--- config.mk ---
export PLATFORM = sky130hd
export DESIGN_NAME = bias_add_stage
export DESIGN_NICKNAME = d
export VERILOG_FILES = /design/src/rtl/bias_add_pkg.sv /design/src/rtl/sat_shift.sv /design/src/rtl/bias_add_stage.sv
export SDC_FILE = /design/constraint.sdc
export NUM_CORES = 1
export LEC_CHECK = 0
export CAP_MARGIN = 20
export CORE_MARGIN = 5
export CORE_UTILIZATION = 44
export CTS_CLUSTER_DIAMETER = 80
export CTS_CLUSTER_SIZE = 16
export DETAILED_ROUTE_END_ITERATION = 6
export HOLD_SLACK_MARGIN = 0.02
export PLACE_DENSITY_LB_ADDON = 0.1
export SETUP_SLACK_MARGIN = 0.02
export SLEW_MARGIN = 20
export SYNTH_ARGS = -nofsm -noshare
export SYNTH_HDL_FRONTEND = slang
export SYNTH_SLANG_ARGS = --single-unit
--- constraint.sdc ---
create_clock -name clk -period 3 [get_ports clk]
set_input_delay 0.6 -clock clk [delete_from_list [all_inputs] [get_ports clk]]
set_output_delay 0.6 -clock clk [all_outputs]
set_load 0.1 [all_outputs]
--- src/rtl/bias_add_pkg.sv ---
// Shared widths, saturation limits and word types for the bias-add stage.
package bias_add_pkg;
    localparam int DEF_ACC_WIDTH  = 32;
    localparam int DEF_BIAS_WIDTH = 16;
    localparam int DEF_OUT_WIDTH  = 16;
    localparam int DEF_SHIFT      = 8;

    typedef logic signed [DEF_ACC_WIDTH-1:0]  acc_t;
    typedef logic signed [DEF_BIAS_WIDTH-1:0] bias_t;
    typedef logic signed [DEF_OUT_WIDTH-1:0]  out_t;

    localparam out_t SAT_MAX = {1'b0, {(DEF_OUT_WIDTH-1){1'b1}}};
    localparam out_t SAT_MIN = {1'b1, {(DEF_OUT_WIDTH-1){1'b0}}};
endpackage

--- src/rtl/sat_shift.sv ---
// Combinational arithmetic shift + saturate to OUT_W bits.
// BIAS_ADD_RELU_EN: clamp negative results to zero after saturation.
module sat_shift
    import bias_add_pkg::*;
#(
    parameter int SUM_W = DEF_ACC_WIDTH + 1,
    parameter int SHIFT = DEF_SHIFT,
    parameter int OUT_W = DEF_OUT_WIDTH
) (
    input  logic signed [SUM_W-1:0] sum,
    output logic signed [OUT_W-1:0] res
);
    localparam logic signed [SUM_W-1:0] SMAX = {{(SUM_W-OUT_W+1){1'b0}}, {(OUT_W-1){1'b1}}};
    localparam logic signed [SUM_W-1:0] SMIN = {{(SUM_W-OUT_W+1){1'b1}}, {(OUT_W-1){1'b0}}};

    logic signed [SUM_W-1:0] shifted;
    logic signed [OUT_W-1:0] sat;

    assign shifted = sum >>> SHIFT;

    always_comb begin
        if (shifted > SMAX)      sat = SMAX[OUT_W-1:0];
        else if (shifted < SMIN) sat = SMIN[OUT_W-1:0];
        else                     sat = shifted[OUT_W-1:0];
    end

`ifdef BIAS_ADD_RELU_EN
    assign res = sat[OUT_W-1] ? '0 : sat;
`else
    assign res = sat;
`endif
endmodule

--- src/rtl/bias_add_stage.sv ---
// Adds a per-channel ROM bias to each accumulator beat, rescales and saturates.
// Optional ReLU clamp selected by BIAS_ADD_RELU_EN (see sat_shift).
module bias_add_stage
    import bias_add_pkg::*;
#(
    parameter int ACC_WIDTH  = DEF_ACC_WIDTH,
    parameter int BIAS_WIDTH = DEF_BIAS_WIDTH,
    parameter int OUT_WIDTH  = DEF_OUT_WIDTH,
    parameter int NUM_CH     = 16,
    parameter int ADDR_WIDTH = $clog2(NUM_CH),
    parameter int SHIFT      = DEF_SHIFT
) (
    input  logic                  clk,
    input  logic                  rst_n,
    input  logic                  in_valid,
    output logic                  in_ready,
    input  logic [ACC_WIDTH-1:0]  in_data,
    input  logic                  in_last,
    output logic [ADDR_WIDTH-1:0] rom_addr,
    input  logic [BIAS_WIDTH-1:0] rom_data,
    output logic                  out_valid,
    input  logic                  out_ready,
    output logic [OUT_WIDTH-1:0]  out_data,
    output logic [ADDR_WIDTH-1:0] out_ch,
    output logic                  out_last,
    output logic                  len_err
);
    localparam int SUM_W = ACC_WIDTH + 1;
    localparam logic [ADDR_WIDTH-1:0] LAST_CH = ADDR_WIDTH'(NUM_CH - 1);

    logic [ADDR_WIDTH-1:0]   ch_idx;
    logic                    in_fire, out_fire, at_last;
    logic signed [SUM_W-1:0] sum;
    logic signed [OUT_WIDTH-1:0] res;

    assign in_ready = !out_valid || out_ready;
    assign in_fire  = in_valid && in_ready;
    assign out_fire = out_valid && out_ready;
    assign rom_addr = ch_idx;
    assign at_last  = (ch_idx == LAST_CH);

    assign sum = $signed({in_data[ACC_WIDTH-1], in_data})
               + $signed({{(SUM_W-BIAS_WIDTH){rom_data[BIAS_WIDTH-1]}}, rom_data});

    sat_shift #(
        .SUM_W (SUM_W),
        .SHIFT (SHIFT),
        .OUT_W (OUT_WIDTH)
    ) u_sat (
        .sum (sum),
        .res (res)
    );

    always_ff @(posedge clk) begin
        if (!rst_n) begin
            ch_idx    <= '0;
            out_valid <= 1'b0;
            out_data  <= '0;
            out_ch    <= '0;
            out_last  <= 1'b0;
            len_err   <= 1'b0;
        end else if (in_fire) begin
            out_valid <= 1'b1;
            out_data  <= res;
            out_ch    <= ch_idx;
            out_last  <= in_last;
            // Length error whenever the vector end disagrees with the channel count.
            if (in_last != at_last) len_err <= 1'b1;
            if (in_last || at_last) ch_idx <= '0;
            else                    ch_idx <= ch_idx + ADDR_WIDTH'(1);
        end else if (out_fire) begin
            out_valid <= 1'b0;
        end
    end
endmodule

==> impl_metrics.ini <==
[clocking]
numCtsBuffers = 3
path_clk_slew_ps = 90
root_buffer = clkbuf_8
insertion_delay_ps = 270
clock_sinks = 27
cts_tree = yes
htree_levels = 1
clockBufferDepth = 2

[sta]
hold_viol_final = 0
layout_setup_ws_ps = -273.2
post-route-min-period_ps = 3273
skew_ps = 1.692
timing.fmax_mhz = 305.5
setup_viol_count_final = 15
fin_crit_sh_pct = 109.1
tightest_slew_ps = 621.5
hold-worst-slack_ps = 463.0
rsz0062_at_grt = yes
slew_violations = 0
slew-limit-headroom_pct = 58.19

[synth]
synth_seq_cells = 27
syn_nets = 459
synth_cell_types = 52
synth-main-ff-cell = dfxtp_1
yosysWarnings = 0
synth_edf_count = 0
seq_area_frac_synth_pct = 19.31
async_flop_share_pct = 0
netlist_instances = 373
syn_area_sq_mm = 0.002799
syn_avg_cell_area_sq_um = 7.504

[floorplan]
fp-row-count = 29
dieArea_sq_mm = 0.008056
initial_core_util_pct = 44.59
core_area_sq_mm = 0.006277
die_w_microns = 89.76
die_h_microns = 89.76
io_pins = 81

[power_and_ir_drop]
ir_drop_v = 0.0003589
p_int_mw = 1.047
switching_power_mw = 0.9129
p_total_mw = 1.959
pwr-share-seq_pct = 21.9
switching_share_pct = 46.59
clkPwrFrac_pct = 10.4
p_comb_share_pct = 67.7
powerDensity_mw_per_mm2 = 387.4
leakagePower_nw = 2.123

[critical_path]
cp.required_ps = 3160
critPathLaunchType = input pin
path_class = input pin to flop
crit_top_cell = nand4_1
r2r_setup_slack_ps = 1030
critPathSlowestCell = nor4_1
reg2reg_from = out_valid
r2r_cells = 9
cp-end-kind = flop
crit_path_cell_trace = buf_8, buf_16, ha_2, nand4_1, nor4_1, a41oi_1, a31oi_1, nand4_1, o41ai_4, buf_4, clkbuf_16, o22ai_1
crit_arrival_ps = 3430
cp_max_fo = 7
r2r_end = out_data[14]
slowest_delay_ps = 600

[routing]
vias_per_cell = 5.703
routed_wl_mm = 10.48
final_antenna_net_count = 0
wl_per_cell_microns = 16.66
route.met2.wl_mm = 5.331
first_pass_iters = 4
dr_total_vias = 3587
wl_met1_mm = 4.260
dr.max_layer_used = met4
dr_wl_met3_microns = 539
drc_errors = 0
drt-initial-drc-count = 198

[finish]
nNetsFinal = 639
syn_to_final_growth_pct = 80.73
fin_cells = 629
mostFrequentLayoutCell = buf_4
diodes = 0
mostFrequentLayoutCells = buf_4 (133), nand2_1 (40), dlygate4sd2_1 (27), dfxtp_1 (27), o21ai_0 (26)
utilization_pct = 80.59
final_area_sq_mm = 0.005059
layout-drive-gt1-share_pct = 40.40

[placed_design]
place_area_sq_mm = 0.004263
dp_hpwl_mm = 6.967
place_congestion = 0.8818
port_buffers = 80
placedCellCount = 594

[hold_path]
hold_depth = 2
hold_path_class = flop to flop
hold_end = out_ch[2]
hold_start = out_ch[2]

[flow_run]
maxCapViolCount = 0

[run_status]
status = complete, but fails checks
violations = setup timing

[global_routing]
grt_max_degree = 27
grt_pass1_vias = 3528
grt_first_pass_wirelength_mm = 16.36
antenna_found_initial = 0
grt_usage_pct = 23.57
gr-total-overflow = 0
## routing by layer
layer / global-route usage [%] / vias up
met5: 0 / -
met4: 6.801 / 0
met3: 2.671 / 28
met2: 42.93 / 132
met1: 28.80 / 1677
li1: - / 1750
## critical path, delay by kind of cell
kind / cells / cell delay (ps)
simple gates: 3 / 920
fa+ha+maj: 1 / 400
buf+inv: 4 / 580
compound gates: 4 / 920
## power by group through the flow
stage | logic, mW | clock network, mW | registers, mW
finish | 1.33 | 0.204 | 0.429
global route | 1.40 | 0.226 | 0.433
floorplan | 0.417 | 0 | 0.736
global placement | 1.09 | 0 | 0.436
CTS | 1.24 | 0.212 | 0.429
detailed placement | 1.10 | 0 | 0.436
## area by class of cell
class,instances,area [sq um]
repair buffers,193,1619
well taps,77,96.34
inverters,10,37.54
flip-flops and latches,27,540.5
multi-input cells,318,2720
clock buffers,4,45.04
fillers,417,1219
## how the worst max path moves through the flow
stage | from | cells after the start | to | slack [ps]
final | rom_data[15] | 12 | out_data[14] | -270
after global placement | in_data[8] | 13 | out_data[13] | -700
after global routing | rom_data[15] | 12 | out_data[14] | -350
after detailed placement | rom_data[15] | 13 | out_data[5] | -850
after CTS | rom_data[15] | 13 | out_data[10] | -110
after floorplan | in_data[2] | 12 | out_data[8] | -80
## state kept, by name, summed over array words and instances (netlist names)
signal	count
rom_addr	4
out_last	1
len_err	1
out_data	16
out_ch	4
out_valid	1
## synth_stat cells, drive strengths merged (4+ instances only)
master | number | share of area [%]
a31oi | 4 | 0.89
o21ai | 36 | 6.4
and2 | 5 | 1.1
nand2b | 16 | 3.6
ha | 33 | 15
a21o | 5 | 1.3
xnor2 | 10 | 3.1
dfxtp | 27 | 19
nor2b | 5 | 1.1
clkbuf | 11 | 1.5
nand3 | 11 | 2.0
nand2 | 41 | 5.5
inv | 10 | 1.3
o211ai | 4 | 1.1
xor2 | 10 | 3.4
a21oi | 39 | 7.0
nor3 | 8 | 1.4
a21boi | 9 | 2.4
nand4 | 13 | 2.9
o22ai | 17 | 4.3
o21bai | 5 | 1.3
buf | 7 | 1.8
o21a | 5 | 1.3
nor2 | 11 | 1.5
nor4 | 4 | 0.89
## cell families after synthesis
group	after synthesis	share of synthesized area, %
adder cells (fa/ha/maj)	33	14.75
multiplexers	1	0.3576
XOR/XNOR	20	6.527
buffers and inverters	28	4.649
AND/OR/NAND/NOR	124	22.75
AO/OA/AOI/OAI	140	31.65
flip-flops	27	19.31
## stage by stage
step	setup TNS (ps)	worst slack (ps)
3_3_place_gp	-10790	-698.1
2_1_floorplan	-763.6	-80.55
5_1_grt	-4506	-350.0
4_1_cts	-1343	-108.4
6_report	-3258	-273.2
3_5_place_dp	-13040	-849.9
## timing repair
action,in CTS,in global routing
endpoints found under the hold margin,0,0
pin swaps,63,19
buffers inserted,23,7
resized for setup,130,18
hold buffers,0,0
gates cloned,2,1
setup endpoints to repair,16,15
(Power assumes the default switching activity.)
